[src/rtl/pipe_stage_reg.sv]
// Parametrised pipeline stage register with a 2-entry skid buffer.
// in_ready is driven from a flop, and control bits are zeroed whenever the stage holds a bubble.
module pipe_stage_reg #(
    parameter int unsigned        DATA_W   = 96,
    parameter int unsigned        CTRL_W   = 8,
    parameter logic [CTRL_W-1:0]  CTRL_RST = '0
) (
    input  logic              clk,
    input  logic              rstn,
    input  logic              flush,
    input  logic              in_valid,
    output logic              in_ready,
    input  logic [DATA_W-1:0] in_data,
    input  logic [CTRL_W-1:0] in_ctrl,
    output logic              out_valid,
    input  logic              out_ready,
    output logic [DATA_W-1:0] out_data,
    output logic [CTRL_W-1:0] out_ctrl,
    output logic [1:0]        occupancy
);

    // The encoding is {main_valid, skid_valid}; the value 2'b01 is unreachable.
    typedef enum logic [1:0] {
        EMPTY = 2'b00,
        ONE   = 2'b10,
        TWO   = 2'b11
    } state_t;

    state_t              state, state_nxt;
    logic [DATA_W-1:0]   main_data, main_data_nxt, skid_data, skid_data_nxt;
    logic [CTRL_W-1:0]   main_ctrl, main_ctrl_nxt, skid_ctrl, skid_ctrl_nxt;
    logic                main_valid, skid_valid, in_fire, out_fire;

    assign main_valid = state[1];
    assign skid_valid = state[0];
    assign in_ready   = ~skid_valid;
    assign out_valid  = main_valid;
    assign out_data   = main_data;
    assign out_ctrl   = main_valid ? main_ctrl : '0;
    assign occupancy  = {1'b0, main_valid} + {1'b0, skid_valid};
    assign in_fire    = in_valid & in_ready;
    assign out_fire   = out_valid & out_ready;

    always_comb begin
        // NOTE: every output of this block gets a default first, so no path can leave one unassigned and infer a latch.
        state_nxt     = state;
        main_data_nxt = main_data;
        main_ctrl_nxt = main_ctrl;
        skid_data_nxt = skid_data;
        skid_ctrl_nxt = skid_ctrl;
        if (flush) begin
            // The downstream side may still complete a transfer in this cycle, but nothing is captured from upstream.
            state_nxt     = EMPTY;
            main_ctrl_nxt = CTRL_RST;
            skid_ctrl_nxt = CTRL_RST;
        end else begin
            unique case (state)
                EMPTY: begin
                    if (in_fire) begin
                        main_data_nxt = in_data;
                        main_ctrl_nxt = in_ctrl;
                        state_nxt     = ONE;
                    end
                end
                ONE: begin
                    if (in_fire && out_fire) begin
                        main_data_nxt = in_data;
                        main_ctrl_nxt = in_ctrl;
                    end else if (out_fire) begin
                        state_nxt = EMPTY;
                    end else if (in_fire) begin
                        skid_data_nxt = in_data;
                        skid_ctrl_nxt = in_ctrl;
                        state_nxt     = TWO;
                    end
                end
                TWO: begin
                    if (out_fire) begin
                        main_data_nxt = skid_data;
                        main_ctrl_nxt = skid_ctrl;
                        state_nxt     = ONE;
                    end
                end
                default: state_nxt = EMPTY;
            endcase
        end
    end

    always_ff @(posedge clk) begin
        // NOTE: the data storage is reset along with the state so that it starts from a known value; non-blocking assignments throughout.
        if (!rstn) begin
            state     <= EMPTY;
            main_data <= '0;
            skid_data <= '0;
            main_ctrl <= CTRL_RST;
            skid_ctrl <= CTRL_RST;
        end else begin
            state     <= state_nxt;
            main_data <= main_data_nxt;
            skid_data <= skid_data_nxt;
            main_ctrl <= main_ctrl_nxt;
            skid_ctrl <= skid_ctrl_nxt;
        end
    end

endmodule

[config.mk]
export PLATFORM = sky130hd
export DESIGN_NAME = pipe_stage_reg
export DESIGN_NICKNAME = d
export VERILOG_FILES = /design/src/rtl/pipe_stage_reg.sv
export SDC_FILE = /design/constraint.sdc
export NUM_CORES = 1
export LEC_CHECK = 0
export CAP_MARGIN = 5
export CORE_UTILIZATION = 40
export DETAILED_ROUTE_END_ITERATION = 7
export PLACE_DENSITY = 0.66
export SKIP_CTS_REPAIR_TIMING = 1
export SLEW_MARGIN = 10
export SYNTH_ARGS = -nofsm -noshare
export SYNTH_HDL_FRONTEND = slang
export SYNTH_SLANG_ARGS = --single-unit
export TNS_END_PERCENT = 30
[constraint.sdc]
create_clock -name clk -period 2.6 [get_ports clk]
set_input_delay 0.39 -clock clk [delete_from_list [all_inputs] [get_ports clk]]
set_output_delay 0.39 -clock clk [all_outputs]
set_load 0.03 [all_outputs]
* Word-level counts from Yosys, hierarchy flattened *
Index checks and enable logic that the tools add are counted.

cells by class
  muxes and demuxes = 15
  eq/ne operators = 7
  bitwise operators = 7
  reduce and logical (&&, ||, !) cells = 9
  add/sub/neg operators = 1

operator list
  operator                                    count
  2-to-1 mux 96 bit                           3
  case mux 96 bit (3 select lines)            1
  2-to-1 mux 8 bit                            4
  case mux 8 bit (3 select lines)             1
  AND reduction 4 bit                         3
  2-to-1 mux 2 bit                            5
  AND reduction 5 bit                         2
  != test 2 bit, second input constant        4
  case mux 2 bit (3 select lines)             1
  NOT 1 bit                                   5
  equality test 2 bit, second input constant  2
  != test 3 bit, second input constant        1
  nonzero test 3 bit                          1
  adder 1 x 1 -> 2 bit                        1
  bitwise AND 1 bit                           2
  logical NOT 2 bit                           1
  OR reduction 2 bit                          1
  logical AND 1 bit                           1

storage, ports and cells
  logic and storage cells = 44
  input bits = 109
  bits in registers = 210
  output and inout bits = 108

* Depth between registers and ports, before layout *
Gate-level depths: netlist of the first run.

  depth after elaboration = 6
  gate-level depth with buffers = 9
  depth with buffers taken out = 6

* Worst setup path before layout of the first run *
No wires, ideal clock.

  kind = register -> register
  start = reg state[1]
  end = reg main_data[42] (netlist: out_data[42])
  data required time = 2.480 ns
  clock period less this slack = 2.248 ns
  path buffers = 3
  data arrival time = 2.128 ns
  library setup time = 0.120 ns
  cell stages (with the launch flop) = 8
  setup slack = 0.352 ns
  path through = dfxtp_1 > ha_1 > clkbuf_1 > buf_2 > buf_2 > mux2_2 > nand2_1 > mux2i_1

on the way
  word-level cells in the longest chain between the ends = 4
  elaborated cells on any way between the ends = 11
  classes of those cells = eq/ne: 5; mux: 1; bitwise: 1; reduce/logical: 4

ends and longest elaborated chain
  element                        line  RTL
  start, declared                29    state_t state, state_nxt;
  start signal, assigned         98    state <= state_nxt;
  bitwise AND 1 bit              42    assign out_fire = out_valid & out_ready;
  logical AND 1 bit              66    if (in_fire && out_fire) begin
  != test 2 bit (no line)        -
  AND reduction 5 bit (no line)  -
  end signal, assigned           99    main_data <= main_data_nxt;
  end, declared                  30    logic [DATA_W-1:0] main_data, main_data_nxt, skid_data, skid_data_nxt;

Several ways; a longest one is shown, not always the timed one.
A chain may end at the register's enable or synchronous reset.

* Final worst setup path of the first run *
  start = reg state[0]
  end = out occupancy[0]

on the way
  word-level cells in the longest chain between the ends = 1

ends and longest elaborated chain
  element               line  RTL
  adder 1 x 1 -> 2 bit  40    assign occupancy = {1'b0, main_valid} + {1'b0, skid_valid};
  end, declared         19    output logic [1:0] occupancy

No other way between the ends.

==> summary.md, run 1 <==
| Metric | Value |
|---|---|
| Status | completed |
| Synth top cells by count | nand2_1, dfxtp_1, mux2i_1 |
| Area growth syn-to-layout | 33.3% |
| Grt met1 use | 0.237 |
| Design Power | between 7000 and 8000 µW |
| Post-synthesis sequential area ratio | 0.449 |
| Post-route DRC | 0 |
| First-pass GRT wire length | 36.7 mm |
| Fmax | 399 MHz |
| Unrepaired setup endpoints after global routing | no |
| Max-slew violation count | 0 |
| CP arrival | around 2100 ps |
| GR Util met2 | 0.315 |
| Sw Share | 0.254 |
| Vias in the first global route | 7257 |
| WL/cell | 14.6 µm |
| Boundary Pins | roughly 220 |
| Post-route ant nets | 0 |
| H-tree depth | 1 |
| CP Class | register to output port |
| Clock Skews | 5.83 ps |
| Switch Pwr | roughly 2000 µW |
| Power per cell area | 627 nW/µm² |
| WL final | approximately 22 mm |
| Crit Path Max Fanout | 6 |
| R2r setup slk | 480 ps |
| Hold WC Path Type | input port to register |
| CTS tree | built |
| GR Util met3 | 0.0479 |
| Final instance area | 12500 µm² |
| CP delay by family, top | buffers and inverters |
| Share of layout cells above drive strength 1 | 0.124 |
| Max_cap viols | 0 |
| Clk buf depth | 3 |
| Die X | 155 µm |
| Seq cells post-synth | 210 |
| Sequential power share | 0.441 |
| Post-detail-place hpwl | 13.4 mm |
| Min Hold Slack | 393 ps |
| R2r startpoint | state[0] |
| Overflow after GRT | 0 |
| PortBufs | roughly 220 |
| CP max-delay cell | clkdlybuf4s50_1 |
| Min-delay src | rstn |
| Placement Cell Area | 11700 µm² |
| Crit path largest cell delay | slightly below 700 ps |
| Internal | 5830 µW |
| Total Die Area | 24000 µm² |
| Cell variety after synth | 28 |
| # diodes | 0 |
| Most common cell in the netlist | nand2_1 |
| Clock Sinks | 210 |
| Post-synth top area share | 0.449 |
| Slew HR | 0.518 |
| Num CTS Buffers | 24 |
| Critical Path RT | 2210 ps |
| Min Tclk post-route | 2510 ps |
| Combinational share of power | 0.154 |
| Largest cells by area after synthesis | dfxtp_1, nand2_1, mux2i_1 |
| # rows | 55 |
| CP Capture Type | output port |
| Post-Route Setup TNS | 0 ps |
| Worst setup SP type | register |
| Final period util | 0.965 |
| GP Congestion | about 0.77 |
| Post-synth top area cell | dfxtp_1 |
| Worst-Skew Late Latency | 510 ps |
| Final Hold Fails | 0 |
| Root Driver | clkbuf_16 |
| NumNets Final | 1326 |
| GRT Total Usage | 0.186 |
| Clock power share | 0.406 |
| Synthesized area | 9350 µm² |
| Core area | 22800 µm² |
| FFs w/ async S/R, synth | 0 |
| YS warnings | 0 |
| Post-synth EDFFs | 0 |
| GR peak layer | met2 |
| Worst-path clk slew | 50 ps |
| Worst-margin pin slew | 723 ps |
| Initial antenna violation count | 0 |
| WP buf/inv | 2 |
| Syn Nets | around 1200 |
| Chip Height | 155 µm |
| DRT Pass-1 Iters | 6 |
| Initial core utilization | 0.411 |
| Leak | 0.00490 µW |
| Total vias in the final route | 7394 |
| Worst-path cell chain | inv_1, ha_1, clkdlybuf4s50_1 |
| VDD IR max | 0.366 mV |
| Iteration-0 DRC Markers | between 300 and 400 |
| Avg Vias per Cell | approximately 4.8 |
| Mean Syn Cell Area | 8.99 µm² |
| Critical Path Source | state[0] |
| Post-Syn Instances | 1041 |
| Largest net degree at the start of global routing | 113 |
| # setup viols final | 0 |
| Most common flop cell mapped by yosys | dfxtp_1 |
## stage by stage
| stage | util | cells | setup WS, ps |
|---|---|---|---|
| after CTS | 0.547 | 1540 | -3.12 |
| after global routing | 0.547 | 1540 | 5.37 |
| final | 0.547 | 1540 | 91.7 |
| after floorplan | - | 1041 | 352 |
| after detailed placement | 0.515 | 1499 | 279 |
| after global placement | 0.515 | 1499 | 325 |
## logic make-up after synthesis
family / Yosys count / synth area share
xor+xnor: 1 / 0.000937
flops: 210 / 0.449
compound gates: 117 / 0.0927
simple gates: 414 / 0.172
buf+inv: 84 / 0.0409
mux: 210 / 0.238
fa+ha+maj: 5 / 0.00669
## power groups by stage
| stage | logic [µW] | registers [µW] | clock network [µW] |
|---|---|---|---|
| after floorplan | 501 | 3710 | 0 |
| after global placement | 1200 | 3510 | 0 |
| after detailed placement | 1210 | 3510 | 0 |
| after CTS | 1210 | 3440 | 3270 |
| after global routing | 1290 | 3460 | 3410 |
| final | 1200 | 3440 | 3170 |
## layout by cell type, fill, tap and decap left out, types with 2 or more instances in the layout
cell type,Yosys,routed
and2_1,9,9
mux2_2,97,97
clkbuf_16,0,25
a21oi_1,9,9
nand2_1,387,387
inv_1,2,2
buf_4,0,5
mux2i_1,113,113
dfxtp_1,210,209
nand2b_1,2,2
a211oi_1,8,8
clkinv_2,0,5
clkbuf_1,48,6
clkbuf_8,0,6
buf_12,0,7
nor2_1,9,9
a21boi_0,56,56
clkdlybuf4s50_1,0,214
ha_1,5,4
a21boi_1,41,41
## state kept, by name (all words and copies together), names as in the netlist
signal     cells
out_data      96
skid_data     96
main_ctrl      8
skid_ctrl      8
state          2
## layer usage
layer,vias to the layer above,routed length [µm]
met1,3410,10700
li1,3778,-
met4,0,289
met5,-,0
met2,182,9880
met3,24,1620
## tightest hold or removal path, stage by stage
cell and delay (ps):
clkbuf_8 280, nand2_1 120, mux2i_1 50
## cell type report
| class | count | area (µm²) |
|---|---|---|
| clock buffer | 36 | 717 |
| clock inverter | 5 | 25.0 |
| fill | 2085 | 10300 |
| inverter | 2 | 7.51 |
| multi-input combinational | 747 | 4790 |
| sequential | 210 | 4210 |
| tap | 313 | 392 |
| timing repair buffer | 227 | 2330 |
## final timing paths
check | to | depth (start not counted)
max | occupancy[0] | 3
min | out_data[36] | 3
max reg2reg | skid_data[21] | 7
min reg2reg | skid_data[81] | 2
Note: power is estimated with default switching activity, not from simulation.
==> inputs of run 2 (changes only) <==
- CORE_ASPECT_RATIO: unset -> 2
==> run 2 against run 1 <==
Via count grew 1.9%. Highest routed layer unchanged. Final area about the same. Hold slack improved by 45 ps. Global-route usage grew 0.76 points. First-iteration DRC count is 27% lower. Register-to-register slack worse by 90 ps. Critical endpoint is now occupancy[1].
==> summary.md, run 2 (synthesized netlist as in run 1, its figures left out) <==
| Metric | Value |
|---|---|
| Status | completed |
| Worst-path clk slew | 60 ps (about the same) |
| Chip Height | 218 µm (+41%) |
| WL/cell | 15.5 µm (+6.0%) |
| Critical path depth in cells | 2 (-1) |
| Placed insts | 1474 (-1.7%) |
| CTS tree | built |
| CP delay by family, top | buffers and inverters |
| Unrepaired setup endpoints after global routing | no |
| Vias in the first global route | 7466 (+2.9%) |
| Clock Sinks | 210 (unchanged) |
| Max_cap viols | 0 (unchanged) |
| H-tree depth | 1 (unchanged) |
| GRT Total Usage | 0.194 (+0.00756) |
| Min Tclk post-route | 2410 ps (-100 ps) |
| Avg Vias per Cell | 4.98 (+3.8%) |
| Num CTS Buffers | 20 (-17%) |
| Hold WC Path Type | input port to register |
| Initial core utilization | 0.410 (-0.00106) |
| Core area | 22800 µm² (+0.26%) |
| Placement Cell Area | 11800 µm² (+0.29%) |
| Root Driver | clkbuf_16 |
| WHS Path Cells | 3 (unchanged) |
| Post-detail-place hpwl | 15.5 mm (+16%) |
| Total vias in the final route | 7535 (+1.9%) |
| Share of layout cells above drive strength 1 | 0.125 (+0.00143) |
| Crit Path Max Fanout | 12 (+6) |
| R2r setup slk | 390 ps (-90 ps) |
| # rows | 78 (+42%) |
| First-pass GRT wire length | 36.7 mm (about the same) |
| Fmax | 415 MHz (+4.2%) |
| Max-slew violation count | 0 (unchanged) |
| Boundary Pins | 217 (unchanged) |
| Crit path largest cell delay | 720 ps (+40 ps) |
| Worst setup SP type | register |
| GP Congestion | 0.802 (+4.5%) |
| # setup viols final | 0 (unchanged) |
| CP max-delay cell | clkdlybuf4s50_1 |
| Critical Path RT | 2210 ps (about the same) |
| Largest net degree at the start of global routing | 97 (-14%) |
| Final period util | 0.926 (-0.0386) |
| Post-layout util | 0.546 (-0.00168) |
| Min-delay src | rstn |
| PortBufs | 216 (unchanged) |
| Most frequent cells in the layout | nand2_1, clkdlybuf4s50_1, dfxtp_1, mux2i_1, mux2_2 |
| Clk buf depth | 3 (unchanged) |
| Worst-Skew Late Latency | 490 ps (-20 ps) |
| Iteration-0 DRC Markers | 259 (-27%) |
| Worst-path cell chain | ha_4, clkdlybuf4s50_1 |
| VDD IR max | 0.514 mV (+40%) |
| Slew HR | 0.505 (-0.0130) |
| FF-to-FF End | skid_data[15] |
| CP Capture Type | output port |
| Power per cell area | 620 nW/µm² (-1.1%) |
| R2r startpoint | state[0] |
| Leak | 0.00492 µW (+0.55%) |
| CP arrival | 2020 ps (-100 ps) |
| Final Hold Fails | 0 (unchanged) |
| DRT Pass-1 Iters | 4 (-2) |
| Post-route ant nets | 0 (unchanged) |
| Worst Reg-to-Reg Cells | 7 (unchanged) |
| Hold EP | out_data[39] |
| Die X | 110 µm (-29%) |
| CP Class | register to output port |
| Overflow after GRT | 0 (unchanged) |
| NumNets Final | 1330 (+0.30%) |
| WL final | 23.4 mm (+4.1%) |
| Final Non-Filler Cells | 1512 (-1.8%) |
| Worst-margin pin slew | 743 ps (+19.4 ps) |
| Post-route DRC | 0 (unchanged) |
| Initial antenna violation count | 3 (+3) |
| Final instance area | 12500 µm² (about the same) |
| Clock Skews | 12.2 ps (+6.38 ps) |
| Most common cell after layout, fill and taps aside | nand2_1 |
| Total Die Area | 24000 µm² (+0.15%) |
| Area growth syn-to-layout | 33.3% (about the same) |
| WP buf/inv | 1 (-1) |
==> run 2: how the worst max path moves through the flow <==
stage / start / to / slack [ps]
after CTS: state[1] / occupancy[0] / -2
after floorplan: state[1] / out_data[42] / 350
after global placement: in_valid / out_data[20] / 310
final: state[0] / occupancy[1] / 190
after global routing: state[0] / occupancy[1] / 120
after detailed placement: in_valid / out_data[69] / 260
==> run 2: layout make-up <==
class                   count  area, µm²
clock inverters             3       65.1
clock buffers              32        627
repair buffers            235       2410
well taps                 280        350
fillers                  2165      10400
flip-flops and latches    210       4210
diodes                      3       7.51
multi-input cells         747       4790
inverters                   2       7.51
==> run 2: where the power goes <==
group	internal [µW]	switching [µW]
clock	1850	1230
combinational	587	626
sequential	3360	80.8
==> run 2: metal layers <==
layer,global-route usage,part of all wire,up-vias
met4,0.0829,0.037,0
met3,0.0337,0.050,45
met1,0.189,0.37,3546
li1,-,-,3777
met2,0.382,0.55,167
met5,0,0,-
==> run 2: stage by stage <==
| step | TNS (ps) | setup WS, ps | total power [µW] | hold WS, ps |
|---|---|---|---|---|
| global placement | 0 | 306 | 4720 | 436 |
| floorplan | 0 | 352 | 4210 | 432 |
| global route | 0 | 118 | 8060 | 468 |
| detailed placement | 0 | 263 | 4740 | 443 |
| finish | 0 | 192 | 7730 | 439 |
| CTS | -2.33 | -2.33 | 7850 | 430 |
==> run 2: worst reg2reg max path, delay by kind of cell, from the launching register on <==
kind                       cells  cell delay (ps)
and+or+nand+nor                2              540
adders and majority gates      1              270
AOI/OAI and AO/OA              2              460
buffers and inverters          2              460
DFF                            1              390
